**config.mk**
```make
export PLATFORM = sky130hd
export DESIGN_NAME = sfx_player
export DESIGN_NICKNAME = d
export VERILOG_FILES = /design/src/rtl/sfx_pkg.sv /design/src/rtl/sfx_channel.sv /design/src/rtl/sfx_player.sv
export SDC_FILE = /design/constraint.sdc
export NUM_CORES = 1
export LEC_CHECK = 0
export BUFFER_PORTS_ARGS = -buffer_cell sky130_fd_sc_hd__buf_2
export CAP_MARGIN = 5
export CORE_ASPECT_RATIO = 1.25
export CORE_MARGIN = 2
export CORE_UTILIZATION = 66
export CTS_CLUSTER_DIAMETER = 80
export CTS_CLUSTER_SIZE = 24
export DETAILED_ROUTE_END_ITERATION = 8
export GPL_TIMING_DRIVEN = 0
export PLACE_DENSITY_LB_ADDON = 0.15
export SLEW_MARGIN = 40
export SYNTH_ARGS = -nofsm -noshare
export SYNTH_HDL_FRONTEND = slang
export SYNTH_HIERARCHICAL = 1
export SYNTH_SLANG_ARGS = --single-unit
```
**constraint.sdc**
```tcl
create_clock -name CLK -period 8.8 [get_ports CLK]
set_input_delay 0.88 -clock CLK [delete_from_list [all_inputs] [get_ports CLK]]
set_output_delay 0.88 -clock CLK [all_outputs]
set_load 0.01 [all_outputs]
```
**src/rtl/sfx_pkg.sv**
```systemverilog
// Shared types, default widths and effect constants for the sound-effect player.
package sfx_pkg;

  typedef enum logic {
    IDLE,
    PLAYING
  } ch_state_t;

  localparam int TONE_W_DEF = 16;
  localparam int DUR_W_DEF  = 8;

  // Half-periods in 40 MHz cycles; death tone clipped to 16 bits
  localparam int PADDLE_HP = 40000;
  localparam int BLOCK_HP  = 20000;
  localparam int DEATH_HP  = 65535;

  function automatic logic [3:0] popcount(input logic [7:0] v);
    logic [3:0] n;
    n = '0;
    for (int i = 0; i < 8; i++) n = n + {3'b000, v[i]};
    return n;
  endfunction

endpackage

```
**src/rtl/sfx_channel.sv**
```systemverilog
// One square-wave channel: IDLE/PLAYING FSM, phase and duration counters.
// Pitch sweep is present only when SFX_PITCH_SWEEP_EN is defined.
module sfx_channel
  import sfx_pkg::*;
#(
  parameter int TONE_W = TONE_W_DEF,
  parameter int DUR_W  = DUR_W_DEF
) (
  input  logic              clk,
  input  logic              rst,
  input  logic              trig,
  input  logic              tick,
  input  logic [TONE_W-1:0] hp_in,
  input  logic [DUR_W-1:0]  dur_in,
`ifdef SFX_PITCH_SWEEP_EN
  input  logic [7:0]        sweep_in,
`endif
  output logic              active,
  output logic              level
);

  ch_state_t         state, state_n;
  logic [TONE_W-1:0] hp, hp_n;
  logic [TONE_W-1:0] ph, ph_n;
  logic [DUR_W-1:0]  rem, rem_n;
  logic              lvl_n;

`ifdef SFX_PITCH_SWEEP_EN
  localparam logic signed [TONE_W+1:0] HP_MAX = {2'b00, {TONE_W{1'b1}}};
  localparam logic signed [TONE_W+1:0] HP_MIN = (TONE_W+2)'(1);
  logic [7:0]               sw, sw_n;
  logic signed [TONE_W+1:0] swp;
`endif

  always_ff @(posedge clk or posedge rst) begin
    if (rst) begin
      state <= IDLE;
      hp    <= '0;
      ph    <= '0;
      rem   <= '0;
      level <= 1'b0;
`ifdef SFX_PITCH_SWEEP_EN
      sw    <= '0;
`endif
    end else begin
      state <= state_n;
      hp    <= hp_n;
      ph    <= ph_n;
      rem   <= rem_n;
      level <= lvl_n;
`ifdef SFX_PITCH_SWEEP_EN
      sw    <= sw_n;
`endif
    end
  end

  always_comb begin
    state_n = state;
    hp_n    = hp;
    ph_n    = ph;
    rem_n   = rem;
    lvl_n   = level;
`ifdef SFX_PITCH_SWEEP_EN
    sw_n    = sw;
    swp     = $signed({2'b00, hp}) + $signed({{(TONE_W-6){sw[7]}}, sw});
`endif
    unique case (1'b1)
      trig && (dur_in != '0): begin
        state_n = PLAYING;
        hp_n    = hp_in;
        rem_n   = dur_in;
        ph_n    = '0;
        lvl_n   = (hp_in != '0);
`ifdef SFX_PITCH_SWEEP_EN
        sw_n    = sweep_in;
`endif
      end
      trig && (dur_in == '0): begin
        state_n = IDLE;
        lvl_n   = 1'b0;
      end
      !trig && (state == PLAYING): begin
        // >= keeps the wrap safe if a sweep shrinks hp below phase
        if (hp == '0) begin
          lvl_n = 1'b0;
        end else if (ph >= hp - 1'b1) begin
          ph_n  = '0;
          lvl_n = ~level;
        end else begin
          ph_n = ph + 1'b1;
        end
        if (tick) begin
`ifdef SFX_PITCH_SWEEP_EN
          if (hp != '0) begin
            if (swp < HP_MIN)      hp_n = TONE_W'(1);
            else if (swp > HP_MAX) hp_n = '1;
            else                   hp_n = swp[TONE_W-1:0];
          end
`endif
          if (rem == DUR_W'(1)) begin
            state_n = IDLE;
            lvl_n   = 1'b0;
          end else begin
            rem_n = rem - 1'b1;
          end
        end
      end
      default: ;
    endcase
  end

  assign active = (state == PLAYING);

endmodule

```
**src/rtl/sfx_player.sv**
```systemverilog
// Multi-channel sound-effect player with ms prescaler and sigma-delta mixer.
// Optional per-channel pitch sweep: define SFX_PITCH_SWEEP_EN.
module sfx_player
  import sfx_pkg::*;
#(
  parameter int CLK_HZ = 40000000,
  parameter int NUM_CH = 3,
  parameter int TONE_W = TONE_W_DEF,
  parameter int DUR_W  = DUR_W_DEF
) (
  input  logic                     CLK,
  input  logic                     RESET,
  input  logic [NUM_CH-1:0]        TRIG,
  input  logic [NUM_CH*TONE_W-1:0] HALF_PERIOD,
  input  logic [NUM_CH*DUR_W-1:0]  DURATION_MS,
`ifdef SFX_PITCH_SWEEP_EN
  input  logic [NUM_CH*8-1:0]      SWEEP,
`endif
  input  logic                     MUTE,
  output logic [NUM_CH-1:0]        ACTIVE,
  output logic                     AUDIO
);

  localparam int TICK_DIV = CLK_HZ / 1000;
  localparam int PW = (TICK_DIV > 1) ? $clog2(TICK_DIV) : 1;
  localparam int SW = $clog2(NUM_CH + 1);
  localparam logic [SW:0] NCH = (SW+1)'(NUM_CH);

  logic [PW-1:0]     pre;
  logic              tick;
  logic [NUM_CH-1:0] lv;
  logic [7:0]        lv8;
  logic [SW-1:0]     sum, acc;
  logic [SW:0]       tot;

  assign tick = (pre == PW'(TICK_DIV - 1));

  always_ff @(posedge CLK or posedge RESET) begin
    if (RESET) pre <= '0;
    else       pre <= tick ? '0 : pre + 1'b1;
  end

  for (genvar i = 0; i < NUM_CH; i++) begin : g_ch
    sfx_channel #(
      .TONE_W(TONE_W),
      .DUR_W (DUR_W)
    ) u_ch (
      .clk     (CLK),
      .rst     (RESET),
      .trig    (TRIG[i]),
      .tick    (tick),
      .hp_in   (HALF_PERIOD[i*TONE_W +: TONE_W]),
      .dur_in  (DURATION_MS[i*DUR_W +: DUR_W]),
`ifdef SFX_PITCH_SWEEP_EN
      .sweep_in(SWEEP[i*8 +: 8]),
`endif
      .active  (ACTIVE[i]),
      .level   (lv[i])
    );
  end

  always_comb begin
    lv8 = '0;
    lv8[NUM_CH-1:0] = lv;
    sum = SW'(popcount(lv8));
    tot = {1'b0, acc} + {1'b0, sum};
  end

  // Mute gates only the output bit so the duty stays exact on unmute
  always_ff @(posedge CLK or posedge RESET) begin
    if (RESET) begin
      acc   <= '0;
      AUDIO <= 1'b0;
    end else if (tot >= NCH) begin
      acc   <= SW'(tot - NCH);
      AUDIO <= ~MUTE;
    end else begin
      acc   <= tot[SW-1:0];
      AUDIO <= 1'b0;
    end
  end

endmodule
```
==> Yosys cells after proc, flatten, opt, wreduce, memory -nomap -nowiden <==
Cells that the tools add are included.
W data, S select, Z words.
{ "word_totals": {"output_inout_bits": 4, "rom_bits": 0, "wordCells": 140, "register_bits": 145, "latch_bits": 0, "ramBits": 0, "in_bits": 78, "n_memories": 0} }
{ "classes": {"shift": 0, "n_bitwise": 4, "muxes": 45, "reduce_logical": 39, "eq_ne": 16, "n_mul": 0, "order_cmp": 4, "div": 0, "n_addsub": 14} }
{ "op_table": {"columns": ["cell", "count"], "rows": [
  ["$mux W16", 7],
  ["$pmux W16 S2", 3],
  ["$add A16 B1 Y16 const B", 4],
  ["$ge A16 B16 Y1", 3],
  ["$logic_not A16 Y1", 3],
  ["$mux W8", 6],
  ["$pmux W8 S2", 3],
  ["$reduce_bool A16 Y1", 3],
  ["$sub A16 B1 Y16 const B", 3],
  ["$eq A8 B1 Y1 const B", 3],
  ["$logic_not A8 Y1", 3],
  ["$ne A2 B2 Y1 const B", 12],
  ["$reduce_bool A8 Y1", 3],
  ["$sub A8 B1 Y8 const B", 3],
  ["$mux W1", 19],
  ["$pmux W1 S3", 6],
  ["$reduce_and A3 Y1", 6],
  ["$eq A16 B16 Y1 const B", 1],
  ["$logic_and A1 B1 Y1", 9],
  ["$reduce_bool A3 Y1", 3],
  ["$reduce_and A2 Y1", 3],
  ["$reduce_bool A2 Y1", 3],
  ["$not A1 Y1", 4],
  ["$add A2 B2 Y3", 1],
  ["6 further kinds", 8]
]} }

==> Longest topological paths before layout <==
Gate-level depths: netlist of the first run.
{ "depth": {"word_depth": 7, "mapped_depth": 14} }

==> Hierarchy <==
The synthesis of the first run kept the hierarchy.
{ "by_module_without_submodules": {"columns": ["mod", "seq_area_each_um2", "n_inst", "area_each_um2", "cells_each"], "rows": [
  ["sfx_channel (g_ch[1].u_ch ...)", 1051.0, 2, 2852.7, 305],
  ["sfx_channel (g_ch[0].u_ch)", 1051.0, 1, 2821.5, 295],
  ["sfx_player", 475.5, 1, 922.1, 83]
]} }

==> Worst setup path after synthesis of the first run <==
Ideal clock, no wire load.
{ "synth_path": {"path_type": "flip-flop to flip-flop", "startpoint": "reg g_ch[1].u_ch.hp[4]", "endpoint": "reg g_ch[1].u_ch.ph[15]", "period_less_slack_ns": 3.460, "slack_ns": 5.340, "stages_incl_launch_ff": 15, "n_path_buf": 1, "t_arrival_ns": 3.395, "cell_sequence": "dfrtp_1 > or3_1 > or4_4 > nor4_4 > nand2b_2 > nor2_1 > xnor2_1 > ha_1 > and2_0 > a221o_1 > a221oi_1 > o21ai_1 > clkbuf_1 > o31ai_1 > a22o_1"} }
{ "synth_between": {"elab_chain_cells": 5, "word_cells_on_any_way": 8, "cone_classes": "1 x add/sub; 1 x order compare; 1 x eq/ne; 3 x mux; 2 x reduce/logical"} }
{ "synth_lines": {"columns": ["element", "line_no", "source"], "rows": [
  ["start, declared", "sfx_channel.sv:23", "logic [TONE_W-1:0] hp, hp_n;"],
  ["start signal, assigned", "sfx_channel.sv:47", "hp <= hp_n;"],
  ["$sub A16 B1 Y16", "sfx_channel.sv:86", "end else if (ph >= hp - 1'b1) begin"],
  ["$ge A16 B16 Y1", "sfx_channel.sv:86", null],
  ["$mux W16", "sfx_channel.sv:86", null],
  ["$mux W16", "sfx_channel.sv:84", "if (hp == '0) begin"],
  ["$pmux W16 S2", "sfx_channel.sv:67", "unique case (1'b1)"],
  ["end signal, assigned", "sfx_channel.sv:48", "ph <= ph_n;"],
  ["end, declared", "sfx_channel.sv:24", "logic [TONE_W-1:0] ph, ph_n;"]
]} }
Parallel ways exist; a longest one is shown, timed or not. The select of a mux whose other input is x is not followed.
A chain may end at the register's enable or synchronous reset.

==> Worst setup path in the final report of the first run <==
{ "layout_path": {"startpoint": "reg g_ch[2].u_ch.hp[3]", "endpoint": "reg g_ch[2].u_ch.ph[4]"} }
{ "layout_between": {"elab_chain_cells": 5, "word_cells_on_any_way": 8, "cone_classes": "1 x add/sub; 1 x order compare; 1 x eq/ne; 3 x mux; 2 x reduce/logical"} }
{ "layout_lines": {"columns": ["element", "line_no"], "rows": [
  ["start, declared", "sfx_channel.sv:23"],
  ["start signal, assigned", "sfx_channel.sv:47"],
  ["$sub A16 B1 Y16", "sfx_channel.sv:86"],
  ["$ge A16 B16 Y1", "sfx_channel.sv:86"],
  ["$mux W16", "sfx_channel.sv:86"],
  ["$mux W16", "sfx_channel.sv:84"],
  ["$pmux W16 S2", "sfx_channel.sv:67"],
  ["end signal, assigned", "sfx_channel.sv:48"],
  ["end, declared", "sfx_channel.sv:24"]
]} }
Parallel ways exist; a longest one is shown, timed or not. The select of a mux whose other input is x is not followed.

==> results.sh, run 1 <==
export IMPL_drt_pass1_iter_count=5
export IMPL_cts_buffers=17
export IMPL_critPathLaunchType="register"
export IMPL_layout_commonest_cell="dfrtp_1"
export IMPL_arrival_ns=4.26
export IMPL_fillers=1007
export IMPL_tns_ns=0
export IMPL_cp_max_fo=10
export IMPL_path_clk_slew_ns=0.06
export IMPL_layout_min_cycle_time_ns=3.90
export IMPL_vias_per_cell=6.30
export IMPL_first_global_vias=7910
export IMPL_drive_gt1_share_pct=19.5
export IMPL_core_mm2=0.0139
export IMPL_path_class="reg2reg"
export IMPL_slew_headroom_pct=51.7
export IMPL_setup_violations=0
export IMPL_final_cell_mix="dfrtp_1 (145), nand2_1 (88), buf_2 (88)"
export IMPL_antenna_found_initial=1
export IMPL_routed_via_count=8048
export IMPL_ys_types=61
export IMPL_fp_dieW_um=111
export IMPL_rsz0062_at_grt="false"
export IMPL_ant_nets=0
export IMPL_finalCritPeriodShare_pct=44.3
export IMPL_yosysWarnings=6
export IMPL_timing_fmax_mhz=257
export IMPL_worstMarginPinSlew_ns=0.720
export IMPL_ir_drop_mv=0.124
export IMPL_fin_skew_ns=0.00745
export IMPL_netlist_area_leader_share_pct=38.4
export IMPL_drv_slew=0
export IMPL_cts_root_buf="clkbuf_16"
export IMPL_die_h_um=138
export IMPL_area_delta_synth_final_pct=12.9
export IMPL_status="finished, final reports clean"
export IMPL_critPathMaxStageDelay_ns=0.45
export IMPL_postCtsResizedCells=0
export IMPL_cap_violations=0
export IMPL_ys_seq_area_share_pct=38.4
export IMPL_rows=48
export IMPL_grt_usage_pct=28.6
export IMPL_synth_area_mm2=0.00945
export IMPL_netlist_instances=988
export IMPL_ys_flop_type="dfrtp_1"
export IMPL_routed_wl_um=21300
export IMPL_ioPinCount=82
export IMPL_avgSynthCellArea_um2=9.56
export IMPL_synth_edf_count=0
export IMPL_hpwl_um=15700
export IMPL_hold_viol_final=0
export IMPL_power_density_mw_per_mm2=171
export IMPL_place_congestion=0.872
export IMPL_synth_fp_nets=1131
export IMPL_r2r_slack_ns=4.90
export IMPL_drc=0
export IMPL_path_cells="or3_1, or4_4, nor4_4, nand2b_2, nor2_1, xnor2_1, ha_1, and2_0, a221o_1, a221oi_1, o21ai_1, clkbuf_1, o31ai_1, a22o_1"
export IMPL_hold_path_class="reg2reg"
export IMPL_routedWlPerCell_um=16.6
export IMPL_start_util_pct=67.8
export IMPL_grt_ovfl_total=0
export IMPL_grt_start_max_net_pins=43
export IMPL_h_tree_depth=4
export IMPL_port_buffers=79
export IMPL_nets=1231
export IMPL_cts_sinks=145
export IMPL_tritoncts="built"
export IMPL_synth_seq_cells=145
export IMPL_cts_hold_buf=0
export IMPL_cts_setup_buffers=0
export IMPL_grt_pass1_wl_um=35700
export IMPL_die_area_mm2=0.0153
export IMPL_ys_top_cells_by_area="dfrtp_1 (38%), ha_1 (8.3%), mux2_2 (6.1%)"
export IMPL_critical_path_required_ns=9.16
export IMPL_cts_buffer_depth=2
export IMPL_synthArstFlopShare_pct=100
export IMPL_critPathSlowestCell="or4_4"
export IMPL_drt_iter0_markers=528
export IMPL_clk_latency_ns=0.43
export IMPL_fin_hold_ws_ns=0.484
export IMPL_p_leak_nw=4.61
export IMPL_yosys_area_top_type="dfrtp_1"
export IMPL_crit_path_end_kind="register"
cells in the mapped netlist, drive strengths merged, types with 4 or more instances:
cell type and count:
nand3 39, xor2 16, a22oi 4, dfrtp 145, a21o 8, nand2b 6
nand2 88, nor2b 21, mux2 51, xnor2 39, o21ai 66, o31ai 24
a221o 11, nand4 13, nand4b 6, buf 15, a211oi 4, and2 5
nor2 74, ha 63, nor3 55, a21oi 47, a31oi 4, clkbuf 17
and3 13, inv 29, or4 13, mux2i 5, a22o 22, and4 4
nand3b 4, or3 4, nor4 39
final timing paths:
kind	startpoint	cells past startpoint	end
max	g_ch[2].u_ch/hp[3]	14	g_ch[2].u_ch/ph[4]
min	pre[0]	1	pre[0]
max reg2reg	g_ch[2].u_ch/hp[3]	14	g_ch[2].u_ch/ph[4]
min reg2reg	pre[0]	1	pre[0]
max in group asynchronous	RESET	2	pre[11]
min in group asynchronous	RESET	2	g_ch[0].u_ch/ph[2]
report_power, final:
group          switching [mW]  total, mW  leakage (nW)  internal, mW
combinational           0.179      0.328          2.51         0.149
sequential             0.0648      0.785          1.81         0.720
clock                   0.303      0.709         0.282         0.406
total                   0.546       1.82          4.61          1.28
logic make-up (layout without fill, tap and decap cells):
family          count (synthesis)  count (layout)  synth area share [%]
compound gates                210             210                  15.0
fa+ha+maj                      65              65                  8.77
xor+xnor                       55              55                  5.10
flops                         145             145                  38.4
buf+inv                        61             174                  2.90
mux                            56              56                  6.61
other cells                     0               1                     0
simple gates                  396             396                  23.3
worst max-delay path, delay by kind of cell (launching register included):
family | cells | cell delay (ns)
compound gates | 5 | 1.24
buf+inv | 1 | 0.32
simple gates | 6 | 1.46
xor+xnor | 1 | 0.13
flops | 1 | 0.43
fa+ha+maj | 1 | 0.26
cell type report:
type / instances / area, um^2 / area share [%]
inverter: 29 / 116 / 1.09
buffer: 32 / 165 / 1.55
sequential: 145 / 3630 / 34.0
antenna: 1 / 2.50 / 0.0234
clock buffer: 18 / 439 / 4.12
clock inverter: 14 / 144 / 1.35
timing repair buffer: 81 / 410 / 3.85
multi-input combinational: 782 / 5550 / 52.0
tap: 175 / 219 / 2.05
layer usage:
metal	GRT usage (%)	part of all wire, %
met1	33.7	41
met2	51.7	52
met3	5.46	4.3
met4	11.6	2.2
met5	0	0
through the flow:
stage               setup slack, ns  util, %  total power [mW]  instance area, um^2  std cells
global route                   4.64     76.6              1.91                10700       1276
global placement               4.99     72.2              1.10                10100       1242
floorplan                      5.34        -              1.02                 9450        988
detailed placement             4.92     72.4              1.12                10100       1244
finish                         4.90     76.6              1.82                10700       1277
CTS                            4.89     76.6              1.83                10700       1276
flip-flops by register name, indices dropped and copies added, names as in the netlist:
name,cells
pre,16
g_ch.u_ch/ph,48
AUDIO,1
g_ch.u_ch/active,3
g_ch.u_ch/level,3
g_ch.u_ch/rem,24
g_ch.u_ch/hp,48
acc,2
No activity file was read; power rests on OpenSTA's default activity.
==> inputs of run 2 (changes only) <==
Settings changed: CORE_UTILIZATION 66 to 61.
Clock period 8.8 ns to 3.7 ns, I/O delays scaled along.
==> run 2 against run 1 <==
Compared with the run above:
- the run now ends with negative setup slack left
- sequential share of layout area down 1.5 points
- total power up 130%
- via count down 0.11%
- count of clock-buffer cells in the layout up 3
- worst setup slack worse by 4.9 ns
- highest routed layer unchanged
- wire length up 4.5%
- largest power group unchanged
- clock power up 120%
- register-to-register slack worse by 4.9 ns
- largest cell class unchanged
- worst hold slack worse by 0.43 ns
- maximum frequency up 5.2%
- combinational power rose to 2.5 times the previous value
==> results.sh, run 2 (synthesized netlist as in run 1, its figures left out) <==
export IMPL_cts_root_buf="clkbuf_16"
export IMPL_cp_max_fo=5
export IMPL_path_clk_slew_ns=0.06
export IMPL_layout_commonest_cell="dfrtp_1"
export IMPL_grt_pass1_wl_um=35300
export IMPL_start_util_pct=62.7
export IMPL_p_clk_share_pct=36.6
export IMPL_routed_wl_um=22200
export IMPL_cts_sinks=145
export IMPL_power_density_mw_per_mm2=381
export IMPL_cts_buffers=17
export IMPL_final_cell_mix="dfrtp_1 (142), nand2_1 (88), buf_2 (88)"
export IMPL_status="finished with violations"
export IMPL_hold_viol_final=0
export IMPL_seqPwrFrac_pct=43.8
export IMPL_timing_fmax_mhz=270
export IMPL_drive_gt1_share_pct=24.9
export IMPL_fin_skew_ns=0.00892
export IMPL_p_leak_nw=4.80
export IMPL_hold_path_class="in2async"
export IMPL_cap_violations=0
export IMPL_drt_iter0_markers=478
export IMPL_core_mm2=0.0151
export IMPL_ant_nets=0
export IMPL_tns_ns=-0.00323
export IMPL_tritoncts="built"
export IMPL_arrival_ns=4.06
export IMPL_slew_headroom_pct=17.3
export IMPL_first_global_vias=7560
export IMPL_routedWlPerCell_um=16.7
export IMPL_violations="negative setup slack"
export IMPL_drv_slew=0
export IMPL_finalWorstSetupSlack_ns=-0.00323
export IMPL_rows=50
export IMPL_setup_violations=1
export IMPL_critical_path_required_ns=4.05
export IMPL_p_switching_mw=1.24
export IMPL_grt_ovfl_total=0
export IMPL_grt_start_max_net_pins=43
export IMPL_rsz0062_at_grt="true"
export IMPL_internal_power_mw=3.03
export IMPL_critPathLaunchType="register"
export IMPL_ioPinCount=82
export IMPL_sw_frac_of_total_pct=29.0
export IMPL_finalCritPeriodShare_pct=100
export IMPL_worstMarginPinSlew_ns=1.23
export IMPL_crit_path_end_kind="register"
export IMPL_path_class="reg2reg"
export IMPL_cp_top_family="simple AND/OR/NAND/NOR gates"
export IMPL_port_buffers=79
export IMPL_largestRegisters="g_ch.u_ch/hp: 48 flops, g_ch.u_ch/ph: 48 flops, g_ch.u_ch/rem: 24 flops"
export IMPL_nets=1254
export IMPL_layout_min_cycle_time_ns=3.70
export IMPL_drc=0
export IMPL_hpwl_um=16100
export IMPL_drt_pass1_iter_count=5
export IMPL_cts_buffer_depth=2
export IMPL_critPathSlowestCell="or4_4"
export IMPL_total_power_mw=4.26
export IMPL_cp_buffers_inverters=1
export IMPL_combPwrFrac_pct=19.6
export IMPL_critPathMaxStageDelay_ns=0.45
export IMPL_place_congestion=0.871
export IMPL_ir_drop_mv=0.264
export IMPL_h_tree_depth=4
export IMPL_die_area_mm2=0.0165
export IMPL_vias_per_cell=6.04
export IMPL_area_delta_synth_final_pct=18.4
export IMPL_clk_latency_ns=0.42
export IMPL_antenna_found_initial=3
export IMPL_path_cells="or3_1, or4_4, nor4_4, nand2b_4, nor2_4, xnor2_2, ha_1, and2_4, a221o_1, a221oi_2, o21ai_4, buf_6, o31ai_2, a22o_1"
export IMPL_die_h_um=143
export IMPL_routed_via_count=8039
export IMPL_grt_usage_pct=26.8
export IMPL_fp_dieW_um=115
run 2: power groups by stage:
| stage | logic, mW | clock network, mW | registers, mW |
|---|---|---|---|
| CTS | 0.774 | 1.59 | 1.86 |
| global route | 0.934 | 1.66 | 1.89 |
| finish | 0.835 | 1.56 | 1.87 |
| detailed placement | 0.766 | 0 | 1.89 |
| floorplan | 0.571 | 0 | 1.86 |
| global placement | 0.746 | 0 | 1.88 |
run 2: path summary, 6_finish.rpt:
check | start | to | slack (ns) | depth (start not counted)
min in group CLK | MUTE | AUDIO | 0.12 | 2
max in group asynchronous | RESET | pre[6] | 3.13 | 2
worst min register to register | pre[0] | pre[0] | 0.50 | 1
worst max register to register | g_ch[1].u_ch/hp[3] | g_ch[1].u_ch/ph[6] | -0.003 | 14
worst min-delay path | RESET | g_ch[0].u_ch/ph[2] | 0.06 | 2
worst max-delay path | g_ch[1].u_ch/hp[3] | g_ch[1].u_ch/ph[6] | -0.003 | 14
run 2: stage by stage:
step,setup slack (ns),hold slack (ns),instances,utilization [%],instance area (um^2)
after floorplan,0.240,0.321,988,-,9450
after global placement,-0.105,0.472,1275,67.0,10100
after detailed placement,-0.187,0.485,1277,67.2,10100
after CTS,0.00110,0.0672,1308,71.1,10700
after global routing,-0.136,0.103,1331,74.2,11200
final,-0.00323,0.0555,1332,74.2,11200
run 2: worst reg2reg max path, delay by kind of cell, from the launching register on:
family | cells | cell delay (ns)
flops | 1 | 0.42
compound gates | 5 | 1.11
simple gates | 6 | 1.54
xor+xnor | 1 | 0.12
buf+inv | 1 | 0.17
fa+ha+maj | 1 | 0.27
run 2: layer usage:
layer  track usage, %  up-vias  part of all wire, %
li1                 -     3938                    -
met1             33.4     3877                   43
met2             46.3      189                   52
met3             4.63       35                  3.6
met4             9.64        0                  2.3
met5                0        -                    0
run 2: final cells by class:
type / instances / area [um^2]
buffer: 32 / 186
sequential: 145 / 3630
inverter: 29 / 116
clock buffer: 21 / 480
multi-input combinational: 782 / 5860
timing repair buffer: 104 / 592
clock inverter: 9 / 60.1
antenna: 2 / 5.00
fill: 1097 / 3890
tap: 208 / 260
run 2: timing repair:
action	4_1_cts	5_1_grt
resized for setup	10	84
pin swaps	0	26
cloned	0	4
endpoints found under the setup margin	25	50
hold buffers	0	0
buffers inserted	1	18
==> inputs of run 3 (changes only) <==
Settings changed: CORE_UTILIZATION 61 to 35.
==> run 3 against run 2 <==
Compared with the run above:
- the run still ends with negative setup slack left
- flip-flop and latch count unchanged
- utilization decreased by 30 points
- first-iteration DRC count decreased by 25%
- die area increased by 72%
- combinational power increased by 2%
- clock power increased by 28%
- wire length increased by 7.9%
- sequential power about the same
- design area increased by 4.7%
- count of clock-buffer cells in the layout increased by 2
- highest routed layer is now met5
- register-to-register slack got worse by 0.08 ns
==> results.sh, run 3 (synthesized netlist as in run 1, its figures left out) <==
export IMPL_area_delta_synth_final_pct=24.0
export IMPL_tritoncts="built"
export IMPL_path_class="reg2reg"
export IMPL_final_area_mm2=0.0117
export IMPL_hpwl_um=17500
export IMPL_routed_via_count=8000
export IMPL_grt_pass1_wl_um=39000
export IMPL_drt_pass1_iter_count=5
export IMPL_violations="negative setup slack"
export IMPL_h_tree_depth=4
export IMPL_finalCritPeriodShare_pct=102
export IMPL_die_h_um=188
export IMPL_fin_skew_ns=0.00937
export IMPL_grt_ovfl_total=0
export IMPL_cts_root_buf="clkbuf_16"
export IMPL_hold_path_class="in2reg"
export IMPL_critPathSlowestCell="or4_4"
export IMPL_routed_wl_um=24000
export IMPL_antenna_found_initial=4
export IMPL_die_area_mm2=0.0283
export IMPL_layout_commonest_cell="dfrtp_1"
export IMPL_rsz0062_at_grt="true"
export IMPL_cts_sinks=145
export IMPL_regArea_mm2=0.00363
export IMPL_crit_path_end_kind="register"
export IMPL_start_util_pct=35.4
export IMPL_status="finished with violations"
export IMPL_slew_headroom_pct=20.5
export IMPL_critPathLaunchType="register"
export IMPL_grt_start_max_net_pins=25
export IMPL_layout_min_cycle_time_ns=3.79
export IMPL_first_global_vias=7766
export IMPL_place_congestion=0.834
export IMPL_drive_gt1_share_pct=26.0
export IMPL_critical_path_required_ns=4.06
export IMPL_setup_violations=10
export IMPL_grt_usage_pct=17.1
export IMPL_critPathMaxStageDelay_ns=0.45
export IMPL_power_density_mw_per_mm2=402
export IMPL_port_buffers=79
export IMPL_ant_nets=0
export IMPL_rows=67
export IMPL_drv_slew=0
export IMPL_hold_viol_final=0
export IMPL_final_cell_mix="dfrtp_1 (143), nand2_1 (88), buf_2 (87)"
export IMPL_timing_fmax_mhz=264
export IMPL_clk_latency_ns=0.43
export IMPL_path_clk_slew_ns=0.06
export IMPL_p_leak_nw=4.96
export IMPL_worstMarginPinSlew_ns=1.18
export IMPL_fp_dieW_um=151
export IMPL_drt_iter0_markers=359
export IMPL_tns_ns=-0.427
export IMPL_path_cells="or3_1, or4_4, nor4_4, nand2b_4, nor2_4, xnor2_2, ha_1, buf_4, a221o_1, a221oi_2, o21ai_4, buf_4, or2_4, o21ai_1"
export IMPL_ioPinCount=82
export IMPL_fillers=2654
export IMPL_finalWorstSetupSlack_ns=-0.0861
export IMPL_vias_per_cell=5.39
export IMPL_nets=1265
export IMPL_core_mm2=0.0267
export IMPL_cp_common_cell="buf_4"
export IMPL_drc=0
export IMPL_largestRegisters="g_ch.u_ch/hp: 48 flops, g_ch.u_ch/ph: 48 flops, g_ch.u_ch/rem: 24 flops"
export IMPL_routedWlPerCell_um=16.2
export IMPL_multi_input_area_mm2=0.00590
export IMPL_cts_buffers=17
export IMPL_ir_drop_mv=0.269
export IMPL_cap_violations=0
export IMPL_cts_buffer_depth=2
export IMPL_arrival_ns=4.14
export IMPL_place_area_mm2=0.0104
export IMPL_cp_max_fo=6
==> run 3: layer usage <==
layer  GRT usage (%)  part of all wire [%]
met5               0                 0.071
met4            6.07                   1.2
met3            3.21                   2.5
met2            30.0                    53
met1            20.8                    43
==> run 3: power by group <==
part	internal [mW]	switching, mW
logic	0.405	0.444
registers	1.71	0.151
clock network	1.30	0.695
total	3.42	1.29
==> run 3: repair_timing <==
action                                  4_1_cts  5_1_grt
pin swaps                                     3       48
endpoints found under the setup margin       26       51
endpoints found under the hold margin        58        0
resized for setup                            11       96
hold buffers                                  1        0
buffers inserted                              7       19
cloned                                        1        3
==> run 3: worst paths after layout <==
| check | from | endpoint | slack, ns | cells past startpoint |
|---|---|---|---|---|
| max | g_ch[0].u_ch/hp[4] | g_ch[0].u_ch/ph[13] | -0.09 | 14 |
| min | MUTE | AUDIO | 0.12 | 2 |
| max reg2reg | g_ch[0].u_ch/hp[4] | g_ch[0].u_ch/ph[13] | -0.09 | 14 |
| min reg2reg | pre[0] | pre[0] | 0.49 | 1 |
| max in group asynchronous | RESET | AUDIO | 2.52 | 3 |
| min in group asynchronous | RESET | g_ch[0].u_ch/hp[4] | 0.51 | 3 |
==> run 3: area by class of cell <==
| type | count | share of cell area [%] |
|---|---|---|
| antenna | 3 | 0.0641 |
| buffer | 32 | 1.62 |
| clock buffer | 23 | 4.34 |
| clock inverter | 9 | 1.48 |
| inverter | 29 | 0.993 |
| multi-input combinational | 782 | 50.4 |
| sequential | 145 | 31.0 |
| tap | 345 | 3.68 |
| timing repair buffer | 115 | 6.44 |
==> run 3: worst max-delay path: cells and delay by family, from the launching register on <==
| kind | cells | cell delay, ns |
|---|---|---|
| and+or+nand+nor | 6 | 1.68 |
| AOI/OAI and AO/OA | 4 | 0.95 |
| DFF | 1 | 0.39 |
| adders and majority gates | 1 | 0.31 |
| buffers and inverters | 2 | 0.30 |
| xor gates and xnor gates | 1 | 0.07 |
==> run 3: stage by stage <==
stage	instances	power, mW	hold WS (ns)	setup WS [ns]	utilization (%)
finish	1483	4.71	0.123	-0.0861	43.9
global route	1482	4.97	0.112	-0.210	43.9
CTS	1458	4.72	0.0975	0.00421	41.9
detailed placement	1417	2.68	0.419	-0.229	38.9
global placement	1412	2.65	0.475	-0.142	38.5
floorplan	988	2.43	0.321	0.240	-
